<file path="src/rtl/bru_issue_queue_pkg.sv">
// Shared widths and the packed BRU operation bundle used by the branch issue
// queue and by execute_bru.
package bru_issue_queue_pkg;

    localparam int PC_W       = 32;
    localparam int ROB_W      = 4;
    localparam int FID_W      = 8;
    localparam int IMM_W      = 26;
    localparam int BRU_CMD_W  = 7;
    localparam int BAGU_CMD_W = 2;
    localparam int BP_PAT_W   = 2;
    localparam int DATA_W     = 32;

    // Everything the branch unit needs to execute one op.
    typedef struct packed {
        logic [PC_W-1:0]       pc;
        logic [DATA_W-1:0]     src0_value;
        logic [DATA_W-1:0]     src1_value;
        logic [ROB_W-1:0]      dst_rob;
        logic [IMM_W-1:0]      imm;
        logic [FID_W-1:0]      fid;
        logic [BRU_CMD_W-1:0]  bru_cmd;
        logic [BAGU_CMD_W-1:0] bagu_cmd;
        logic [BP_PAT_W-1:0]   bp_pattern;
        logic                  bp_taken;
        logic                  bp_hit;
        logic [PC_W-1:0]       bp_target;
    } bru_op_t;

    localparam int BRU_OP_W = $bits(bru_op_t);

endpackage

</file>
<file path="src/rtl/bru_issue_age_select.sv">
// Oldest-first selector: grants the candidate that no other candidate is older
// than. age[j][i]=1 means entry j is older than entry i.
module bru_issue_age_select #(
    parameter int DEPTH = 4
) (
    input  logic [DEPTH-1:0]            cand,
    input  logic [DEPTH-1:0][DEPTH-1:0] age,
    output logic [DEPTH-1:0]            grant,
    output logic                        any
);

    logic [DEPTH-1:0] older_s;

    // For each candidate, look for an older candidate; with no older one it wins.
    always_comb begin
        older_s = '0;
        grant   = '0;
        for (int i = 0; i < DEPTH; i++) begin
            for (int j = 0; j < DEPTH; j++) begin
                older_s[i] = older_s[i] | (cand[j] & age[j][i]);
            end
            grant[i] = cand[i] & ~older_s[i];
        end
        any = |cand;
    end

endmodule

</file>
<file path="src/rtl/bru_issue_queue.sv">
// Reservation station for the single branch unit. Holds dispatched branch ops,
// captures operands from the writeback bus by ROB tag and issues the oldest
// fully-ready entry each cycle. A mispredict flush empties the whole queue.
module bru_issue_queue
    import bru_issue_queue_pkg::*;
#(
    parameter int DEPTH = 4,
    parameter int CNT_W = 3
) (
    input  logic                  clk,
    input  logic                  reset,
    input  logic                  i_dsp_valid,
    output logic                  o_dsp_ready,
    input  logic [PC_W-1:0]       i_dsp_pc,
    input  logic [ROB_W-1:0]      i_dsp_src0_rob,
    input  logic [ROB_W-1:0]      i_dsp_src1_rob,
    input  logic                  i_dsp_src0_rdy,
    input  logic                  i_dsp_src1_rdy,
    input  logic [DATA_W-1:0]     i_dsp_src0_value,
    input  logic [DATA_W-1:0]     i_dsp_src1_value,
    input  logic [ROB_W-1:0]      i_dsp_dst_rob,
    input  logic [IMM_W-1:0]      i_dsp_imm,
    input  logic [FID_W-1:0]      i_dsp_fid,
    input  logic [BRU_CMD_W-1:0]  i_dsp_bru_cmd,
    input  logic [BAGU_CMD_W-1:0] i_dsp_bagu_cmd,
    input  logic [BP_PAT_W-1:0]   i_dsp_bp_pattern,
    input  logic                  i_dsp_bp_taken,
    input  logic                  i_dsp_bp_hit,
    input  logic [PC_W-1:0]       i_dsp_bp_target,
    input  logic                  i_wb_valid,
    input  logic [ROB_W-1:0]      i_wb_rob,
    input  logic [DATA_W-1:0]     i_wb_value,
    input  logic                  i_flush,
    input  logic                  i_iss_ready,
    output logic                  o_iss_valid,
    output logic [PC_W-1:0]       o_iss_pc,
    output logic [DATA_W-1:0]     o_iss_src0_value,
    output logic [DATA_W-1:0]     o_iss_src1_value,
    output logic [ROB_W-1:0]      o_iss_dst_rob,
    output logic [IMM_W-1:0]      o_iss_imm,
    output logic [FID_W-1:0]      o_iss_fid,
    output logic [BRU_CMD_W-1:0]  o_iss_bru_cmd,
    output logic [BAGU_CMD_W-1:0] o_iss_bagu_cmd,
    output logic [BP_PAT_W-1:0]   o_iss_bp_pattern,
    output logic                  o_iss_bp_taken,
    output logic                  o_iss_bp_hit,
    output logic [PC_W-1:0]       o_iss_bp_target,
    output logic [CNT_W-1:0]      o_count
);

    // Registered entry state
    logic [DEPTH-1:0]              valid_r;
    logic [DEPTH-1:0]              src0_rdy_r;
    logic [DEPTH-1:0]              src1_rdy_r;
    logic [DEPTH-1:0][ROB_W-1:0]   src0_rob_r;
    logic [DEPTH-1:0][ROB_W-1:0]   src1_rob_r;
    bru_op_t [DEPTH-1:0]           op_r;
    logic [DEPTH-1:0][DEPTH-1:0]   age_r;
    logic [CNT_W-1:0]              count_r;

    // Combinational control
    logic [DEPTH-1:0]              alloc_s;
    logic                          taken_s;
    logic                          dsp_ready_s;
    logic                          dsp_acc_s;
    logic                          dsp_wake0_s;
    logic                          dsp_wake1_s;
    bru_op_t                       dsp_op_s;
    logic [DEPTH-1:0]              wake0_s;
    logic [DEPTH-1:0]              wake1_s;
    logic [DEPTH-1:0]              cand_s;
    logic [DEPTH-1:0]              grant_s;
    logic                          any_s;
    logic                          iss_valid_s;
    logic                          iss_fire_s;
    logic [DEPTH-1:0]              valid_nxt_s;
    logic [DEPTH-1:0][DEPTH-1:0]   age_nxt_s;
    logic [CNT_W-1:0]              count_nxt_s;
    bru_op_t                       sel_op_s;
    bru_op_t                       iss_op_s;

    // A slot only frees at the edge, so readiness looks at the registered count.
    assign dsp_ready_s = ~reset & (count_r != CNT_W'(DEPTH));
    assign dsp_acc_s   = i_dsp_valid & dsp_ready_s & ~i_flush;
    assign dsp_wake0_s = i_wb_valid & ~i_dsp_src0_rdy & (i_dsp_src0_rob == i_wb_rob);
    assign dsp_wake1_s = i_wb_valid & ~i_dsp_src1_rdy & (i_dsp_src1_rob == i_wb_rob);

    // Lowest-index free slot as a one-hot allocation vector.
    always_comb begin
        alloc_s = '0;
        taken_s = 1'b0;
        for (int i = 0; i < DEPTH; i++) begin
            alloc_s[i] = ~valid_r[i] & ~taken_s;
            taken_s    = taken_s | ~valid_r[i];
        end
    end

    // Assemble the incoming op, folding in a writeback that lands on dispatch.
    always_comb begin
        dsp_op_s            = '0;
        dsp_op_s.pc         = i_dsp_pc;
        dsp_op_s.src0_value = dsp_wake0_s ? i_wb_value : i_dsp_src0_value;
        dsp_op_s.src1_value = dsp_wake1_s ? i_wb_value : i_dsp_src1_value;
        dsp_op_s.dst_rob    = i_dsp_dst_rob;
        dsp_op_s.imm        = i_dsp_imm;
        dsp_op_s.fid        = i_dsp_fid;
        dsp_op_s.bru_cmd    = i_dsp_bru_cmd;
        dsp_op_s.bagu_cmd   = i_dsp_bagu_cmd;
        dsp_op_s.bp_pattern = i_dsp_bp_pattern;
        dsp_op_s.bp_taken   = i_dsp_bp_taken;
        dsp_op_s.bp_hit     = i_dsp_bp_hit;
        dsp_op_s.bp_target  = i_dsp_bp_target;
    end

    // Tag match against the writeback bus and issue-candidate vector.
    always_comb begin
        wake0_s = '0;
        wake1_s = '0;
        cand_s  = '0;
        for (int i = 0; i < DEPTH; i++) begin
            wake0_s[i] = i_wb_valid & valid_r[i] & ~src0_rdy_r[i] & (src0_rob_r[i] == i_wb_rob);
            wake1_s[i] = i_wb_valid & valid_r[i] & ~src1_rdy_r[i] & (src1_rob_r[i] == i_wb_rob);
            cand_s[i]  = valid_r[i] & src0_rdy_r[i] & src1_rdy_r[i];
        end
    end

    bru_issue_age_select #(
        .DEPTH (DEPTH)
    ) u_age_select (
        .cand  (cand_s),
        .age   (age_r),
        .grant (grant_s),
        .any   (any_s)
    );

    assign iss_valid_s = any_s & ~i_flush & ~reset;
    assign iss_fire_s  = iss_valid_s & i_iss_ready;

    // Next valid bits, age matrix and occupancy; flush clears everything.
    always_comb begin
        valid_nxt_s = '0;
        age_nxt_s   = '0;
        for (int i = 0; i < DEPTH; i++) begin
            valid_nxt_s[i] = ~i_flush & ((valid_r[i] & ~(iss_fire_s & grant_s[i]))
                                         | (dsp_acc_s & alloc_s[i]));
            for (int j = 0; j < DEPTH; j++) begin
                age_nxt_s[i][j] = ~i_flush
                                & ~(iss_fire_s & (grant_s[i] | grant_s[j]))
                                & ((age_r[i][j] & ~(dsp_acc_s & alloc_s[i]))
                                   | (dsp_acc_s & alloc_s[j] & valid_r[i]));
            end
        end
        if (i_flush) begin
            count_nxt_s = '0;
        end else begin
            count_nxt_s = count_r + CNT_W'(dsp_acc_s) - CNT_W'(iss_fire_s);
        end
    end

    // Occupancy, valid bits and age matrix registers.
    always_ff @(posedge clk or posedge reset) begin
        if (reset) begin
            valid_r <= '0;
            age_r   <= '0;
            count_r <= '0;
        end else begin
            valid_r <= valid_nxt_s;
            age_r   <= age_nxt_s;
            count_r <= count_nxt_s;
        end
    end

    // Per-entry operand readiness, tags and payload capture.
    always_ff @(posedge clk or posedge reset) begin
        if (reset) begin
            src0_rdy_r <= '0;
            src1_rdy_r <= '0;
            src0_rob_r <= '0;
            src1_rob_r <= '0;
            op_r       <= '0;
        end else begin
            for (int i = 0; i < DEPTH; i++) begin
                if (dsp_acc_s && alloc_s[i]) begin
                    src0_rdy_r[i] <= i_dsp_src0_rdy | dsp_wake0_s;
                    src1_rdy_r[i] <= i_dsp_src1_rdy | dsp_wake1_s;
                    src0_rob_r[i] <= i_dsp_src0_rob;
                    src1_rob_r[i] <= i_dsp_src1_rob;
                    op_r[i]       <= dsp_op_s;
                end else if (i_flush) begin
                    src0_rdy_r[i] <= 1'b0;
                    src1_rdy_r[i] <= 1'b0;
                end else begin
                    if (wake0_s[i]) begin
                        src0_rdy_r[i]         <= 1'b1;
                        op_r[i].src0_value    <= i_wb_value;
                    end
                    if (wake1_s[i]) begin
                        src1_rdy_r[i]         <= 1'b1;
                        op_r[i].src1_value    <= i_wb_value;
                    end
                end
            end
        end
    end

    // One-hot mux of the winning entry; payload forced to zero when not issuing.
    always_comb begin
        sel_op_s = '0;
        for (int i = 0; i < DEPTH; i++) begin
            sel_op_s = bru_op_t'(sel_op_s | (op_r[i] & {BRU_OP_W{grant_s[i]}}));
        end
        if (iss_valid_s) begin
            iss_op_s = sel_op_s;
        end else begin
            iss_op_s = '0;
        end
    end

    assign o_dsp_ready      = dsp_ready_s;
    assign o_count          = count_r;
    assign o_iss_valid      = iss_valid_s;
    assign o_iss_pc         = iss_op_s.pc;
    assign o_iss_src0_value = iss_op_s.src0_value;
    assign o_iss_src1_value = iss_op_s.src1_value;
    assign o_iss_dst_rob    = iss_op_s.dst_rob;
    assign o_iss_imm        = iss_op_s.imm;
    assign o_iss_fid        = iss_op_s.fid;
    assign o_iss_bru_cmd    = iss_op_s.bru_cmd;
    assign o_iss_bagu_cmd   = iss_op_s.bagu_cmd;
    assign o_iss_bp_pattern = iss_op_s.bp_pattern;
    assign o_iss_bp_taken   = iss_op_s.bp_taken;
    assign o_iss_bp_hit     = iss_op_s.bp_hit;
    assign o_iss_bp_target  = iss_op_s.bp_target;

endmodule

</file>
<file path="config.mk">
export PLATFORM = sky130hd
export DESIGN_NAME = bru_issue_queue
export DESIGN_NICKNAME = d
export VERILOG_FILES = /design/src/rtl/bru_issue_queue_pkg.sv /design/src/rtl/bru_issue_age_select.sv /design/src/rtl/bru_issue_queue.sv
export SDC_FILE = /design/constraint.sdc
export NUM_CORES = 2
export LEC_CHECK = 0
export ABC_AREA = 1
export CAP_MARGIN = 20
export CORE_ASPECT_RATIO = 1.25
export CORE_UTILIZATION = 40
export CTS_CLUSTER_SIZE = 28
export DETAILED_ROUTE_END_ITERATION = 12
export PLACE_DENSITY_LB_ADDON = 0.25
export SYNTH_ARGS = -nofsm -noshare
export SYNTH_HDL_FRONTEND = slang
export SYNTH_HIERARCHICAL = 1
export SYNTH_SLANG_ARGS = --single-unit
export TNS_END_PERCENT = 10
</file>
<file path="constraint.sdc">
create_clock -name clk -period 33.7 [get_ports clk]
set_input_delay 6.74 -clock clk [delete_from_list [all_inputs] [get_ports clk]]
set_output_delay 6.74 -clock clk [all_outputs]
set_load 0.01 [all_outputs]
</file>
* After elaboration in Yosys (flattened, before gate mapping) *
Cells that the tools add are included.

cells by class
  $add $sub $neg = 2
  equal/unequal tests = 15
  muxes and demuxes = 44
  bitwise gates (word level) = 226
  reductions and logical operators = 29

operators with widths
  cell                                                             count
  179-bit bitwise AND                                              4
  179-bit OR                                                       3
  64-bit two-way mux                                               8
  32-bit two-way mux                                               10
  179-bit two-way mux                                              1
  1-bit bitwise AND                                                141
  1-bit OR                                                         42
  4-bit equality test                                              10
  1-bit inverter                                                   36
  1-bit two-way mux                                                24
  3-bit nonzero test                                               8
  2-bit AND reduction                                              8
  2-bit nonzero test                                               8
  2-bit by 1-bit != test with 1-bit output, second input constant  4
  1-bit logical AND                                                4
  4-bit OR reduction                                               1
  3-bit by 1-bit adder with 3-bit output                           1
  3-bit two-way mux                                                1
  3-bit != test, second input constant                             1
  3-bit by 1-bit subtractor with 3-bit output                      1

word-level totals
  register bits after elaboration = 779
  input bits = 231
  output and inout port bits = 184
  word-level logic and storage cells = 386

* Longest topological paths before layout *
  depth after elaboration = 13
  depth in mapped cells = 15
  depth with buffers taken out = 15

* Hierarchy *
Netlist, hierarchy kept.

modules (own cells, without submodules)
  module                times used  cells an instance  area each (um^2)  seq. area each (um^2)
  bru_issue_queue       1           4992               38175.4           19493.7
  bru_issue_age_select  1           31                 121.4             0.0

* Worst setup path before layout *
Ideal clock, no wire load.

  path kind = input to output
  from = input reset
  to = output o_iss_pc[21]
  arrival = 27701 ps
  required time = 26960 ps
  slack = -741 ps
  cell stages on the path = 5
  buffers on the path = 2
  cell sequence = inv_1 > nand3_1 > buf_2 > buf_1 > a41oi_1

between the ends
  word-level cells in the longest chain between the ends = 3

RTL lines
  element              RTL line                text
  from (decl)          bru_issue_queue.sv:11   input logic reset,
  1-bit inverter       bru_issue_queue.sv:136  assign iss_valid_s = any_s & ~i_flush & ~reset;
  1-bit bitwise AND    bru_issue_queue.sv:136
  179-bit two-way mux  bru_issue_queue.sv:212  if (iss_valid_s) begin
  to (decl)            bru_issue_queue.sv:36   output logic [PC_W-1:0] o_iss_pc,

Every way passes these cells.

* Worst setup path in the final report *
  from = input i_flush
  to = output o_iss_bru_cmd[4]

between the ends
  word-level cells in the longest chain between the ends = 4

RTL lines
  element                          RTL line                text
  from (decl)                      bru_issue_queue.sv:33   input logic i_flush,
  1-bit inverter                   bru_issue_queue.sv:136
  1-bit bitwise AND (2 in series)  bru_issue_queue.sv:136
  179-bit two-way mux              bru_issue_queue.sv:212
  to (decl)                        bru_issue_queue.sv:42   output logic [BRU_CMD_W-1:0] o_iss_bru_cmd,

Every way passes these cells.

==> results list <==
* Result of the run: completed
- Fill cells in the final layout number 9,301.
* Worst-Skew Late Latency: 0.65 ns
- The initial utilization of the core area, before any placement, comes to 0.405.
- Placed Area: 0.0431 mm²
* Largest net degree at the start of global routing: 191
* Critical Path End Type: output pin
* Power density over cell area: 50.6 mW/mm²
* Asr flop ratio synth: 1.00
- Of all nets on the critical path, the largest fanout is 90.
- Setup TNS: 0 ns
- The number of cells on the worst reg-to-reg path is 7.
- In this run the number of H-tree levels came out at 3.
* Maxcap violations: 0
* Grt ovf: 0
- Sequential share of the synthesized area: 0.509
- Height of the die: 348 µm
* Area growth syn-to-layout: 20.4%
* Area occupied by multi-input gates: 0.0159 mm²
* Required time of the critical path: 26.96 ns
- Post-detailed-routing wire length: 145,000 µm
- End of the worst register-to-register path: op_r[373]
- Traced cell by cell, the critical path runs through clkdlybuf4s50_1 > clkinv_2 > nand3_4 > buf_4 > a41oi_1 > clkdlybuf4s50_1.
* Transition time at the pin with the least slew margin: 1.12 ns
- Counting instances, the worst hold path has a depth of 2.
- Iteration count of the initial detailed-routing pass: 6
* Final RePlAce weighted congestion: 0.949
- Source of the worst register-to-register timing path: o_count[1]
- Across all register-to-register paths, the minimum setup slack is 29.09 ns.
- Synthesized area per cell: 7.62 µm²
* Number of clock buffers inserted by TritonCTS: 85
- Of the cells placed in the final design, the portion with a size suffix greater than 1 is 0.0447.
* Number of flops mapped to enable cells by yosys: 0
- For hold timing, the worst endpoint is op_r[452].
- RSZ-0062 raised after global routing: false
* Number of placed I/O pins: 415
- For this run, the post-layout net count is 5,473.
- Leakage Power: 20.9 nW
- The synthesized netlist contains 30 unique library cells.
- The core region is 0.0946 mm².
* Post-CTS Setup Inserts: 0
* DIE AREA: 0.0970 mm²
* Number of cell rows: 126
* Total routing resource utilization after global routing: 0.296
* TritonCTS clock tree: done
- Final clock skew: 0.0227 ns
* Most used cell, CP: sky130_fd_sc_hd__clkdlybuf4s50_1
* Number of vias in the routed layout: 36,800
- Setup crit start kind: input port
- After detailed routing, the average wire length per cell comes to 22.2 µm.
* TritonCTS sink count: 779
* Synthesized net count: 5,257
- The startpoint identified for the worst hold timing path is op_r[452].
* Worst Setup Path Type: input port to output pin
- Largest stage delay on the critical path: 0.74 ns
- Leading register cell type out of synthesis: sky130_fd_sc_hd__dfrtp_1
- During synthesis, Yosys emitted a total of 6 warnings.
- After detailed routing, the number of vias per cell comes to 5.62.
- Port Buffers: 414
- Measured against its own limit, the worst slew margin works out to 0.254.
* Data arrival, critical path: 10.29 ns
- Register area: 0.0195 mm²
- Most frequent cell after synthesis: sky130_fd_sc_hd__nand2_1
* Top cells by area in the synthesized netlist: sky130_fd_sc_hd__dfrtp_1 (51%), sky130_fd_sc_hd__nand2_1 (19%), sky130_fd_sc_hd__o21ai_0 (6.5%)
* Dominant cell type by area after synthesis: sky130_fd_sc_hd__dfrtp_1
* Maximum resistive drop on vdd: 0.0442 mV
- Synthesis handed over a netlist of 5,023 instances.
* HPWL after detailed placement: 91,300 µm
* Syn Std Cell Area: 0.0383 mm²
- The detail route stage leaves a number of antenna-violating nets equal to 0.
- The first global-routing pass estimated 220,000 µm of wire.
- The largest individual stage delay along the critical path comes from the cell sky130_fd_sc_hd__buf_4.
- After clock tree synthesis, the repair step resized 0 gates.
- FF+latch count, synth: 779
- Fin area: 0.0461 mm²
- The number of endpoints with negative hold slack in the final report came to 0.
- Clock tree synthesis selected as its root buffer the cell sky130_fd_sc_hd__clkbuf_16.
- Number of antenna violations at the first check in global routing: 34
- CTS Buffer Depth: 3
- Residual DRC count: 0
- By count the netlist is led by sky130_fd_sc_hd__nand2_1 (1,952), sky130_fd_sc_hd__dfrtp_1 (779), sky130_fd_sc_hd__o21ai_0 (496).
* Endpoints failing setup: 0
- The first routing iteration left 4,222 violations.
- Number of pins exceeding their max-slew limit in the final report: 0
- Die width: 279 µm
* Final total power: 2.33 mW
- Number of global-route vias before repair: 36,000
* Number of hold buffers added after CTS: 0
- Worst min-delay path category: flip-flop to flip-flop
* Reg clk slew, reported paths: 0.05 ns
- Tmin final: 17.03 ns
- Dividing the final minimum period by the clock period gives 0.505.
- Maximum clock frequency: 58.7 MHz
- Top-area cell type share of the netlist area: 0.509
[kinds of logic (layout without fill, tap and decap cells)]
kind of cell	after synthesis	count (layout)	share of synthesized area
AND/OR/NAND/NOR	2543	2543	0.267
AO/OA/AOI/OAI	930	930	0.141
flip-flops	779	779	0.509
buffers and inverters	751	1033	0.0779
XOR/XNOR	17	17	0.00389
adder cells (fa/ha/maj)	3	3	0.00118
other	0	20	0
[flip-flops by register name, indices dropped and copies added, names as in the netlist]
register / flops
age_r: 16
o_count: 3
op_r: 716
src0_rdy_r: 4
src0_rob_r: 16
src1_rdy_r: 4
src1_rob_r: 16
valid_r: 4
[area by class of cell]
class	count	share of cell area
Sequential cell	779	0.423
Multi-Input combinational cell	3493	0.345
Timing Repair Buffer	475	0.102
Clock buffer	112	0.0525
Inverter	405	0.0331
Tap cell	1216	0.0330
Clock inverter	41	0.00996
Antenna cell	20	0.00109
[where the power goes]
part           switching (mW)  leakage [nW]  internal (mW)
Sequential             0.0762          10.4           1.06
Clock                   0.410          1.43          0.555
Combinational           0.138          9.06         0.0957
[cell usage in the layout (no fill, tap or decap), types with 2 or more instances in the layout]
cell type	count
sky130_fd_sc_hd__a21oi_1	211
sky130_fd_sc_hd__buf_4	54
sky130_fd_sc_hd__diode_2	20
sky130_fd_sc_hd__clkinv_2	22
sky130_fd_sc_hd__xor2_1	8
sky130_fd_sc_hd__inv_1	395
sky130_fd_sc_hd__nand3_1	413
sky130_fd_sc_hd__o21ai_0	496
sky130_fd_sc_hd__o211ai_1	32
sky130_fd_sc_hd__clkinvlp_4	4
sky130_fd_sc_hd__buf_16	4
sky130_fd_sc_hd__o21ai_1	9
sky130_fd_sc_hd__nand2_2	3
sky130_fd_sc_hd__nor3_1	6
sky130_fd_sc_hd__nand2_1	1951
sky130_fd_sc_hd__nor2_1	118
sky130_fd_sc_hd__clkinv_4	4
sky130_fd_sc_hd__bufinv_16	6
sky130_fd_sc_hd__clkbuf_16	85
sky130_fd_sc_hd__inv_6	2
sky130_fd_sc_hd__buf_12	3
sky130_fd_sc_hd__clkinv_8	3
sky130_fd_sc_hd__ha_1	2
sky130_fd_sc_hd__nor2_4	8
sky130_fd_sc_hd__nand4_1	35
sky130_fd_sc_hd__inv_2	8
sky130_fd_sc_hd__or2_2	3
sky130_fd_sc_hd__nand3_4	4
sky130_fd_sc_hd__clkdlybuf4s50_1	414
sky130_fd_sc_hd__clkbuf_1	8
sky130_fd_sc_hd__xnor2_1	9
sky130_fd_sc_hd__clkbuf_8	19
sky130_fd_sc_hd__dfrtp_1	779
sky130_fd_sc_hd__a41oi_1	179
[through the flow]
stage,instances,hold slack [ns],util,setup slack (ns)
2_1_floorplan,5023,0.449,-,6.18
3_3_place_gp,6364,0.462,0.455,16.94
3_5_place_dp,6364,0.466,0.455,16.77
4_1_cts,6517,0.483,0.486,16.76
5_1_grt,6538,0.497,0.487,16.55
6_report,6541,0.482,0.487,16.67
[critical path, delay by kind of cell]
| family | cells | cell delay, ns |
|---|---|---|
| compound gates | 1 | 0.14 |
| buf+inv | 4 | 2.69 |
| simple gates | 1 | 0.49 |
[how the worst max path moves through the flow]
stage	end	cells after the start	slack [ns]	from
2_1_floorplan	o_iss_pc[21]	5	6.18	reset
5_1_grt	o_iss_fid[2]	6	16.55	i_flush
4_1_cts	o_iss_bru_cmd[4]	6	16.76	i_flush
6_report	o_iss_bru_cmd[4]	6	16.67	i_flush
3_3_place_gp	o_iss_bp_target[12]	6	16.94	i_flush
3_5_place_dp	o_iss_bru_cmd[4]	6	16.77	i_flush
[metal layers]
layer	track usage	up-vias	wire length, µm
met5	0	-	188
met4	0.178	30	9170
met3	0.0760	490	14000
met2	0.462	2053	66200
met1	0.368	17400	55900
li1	-	16800	-
Power figures use the tool's default switching activity.
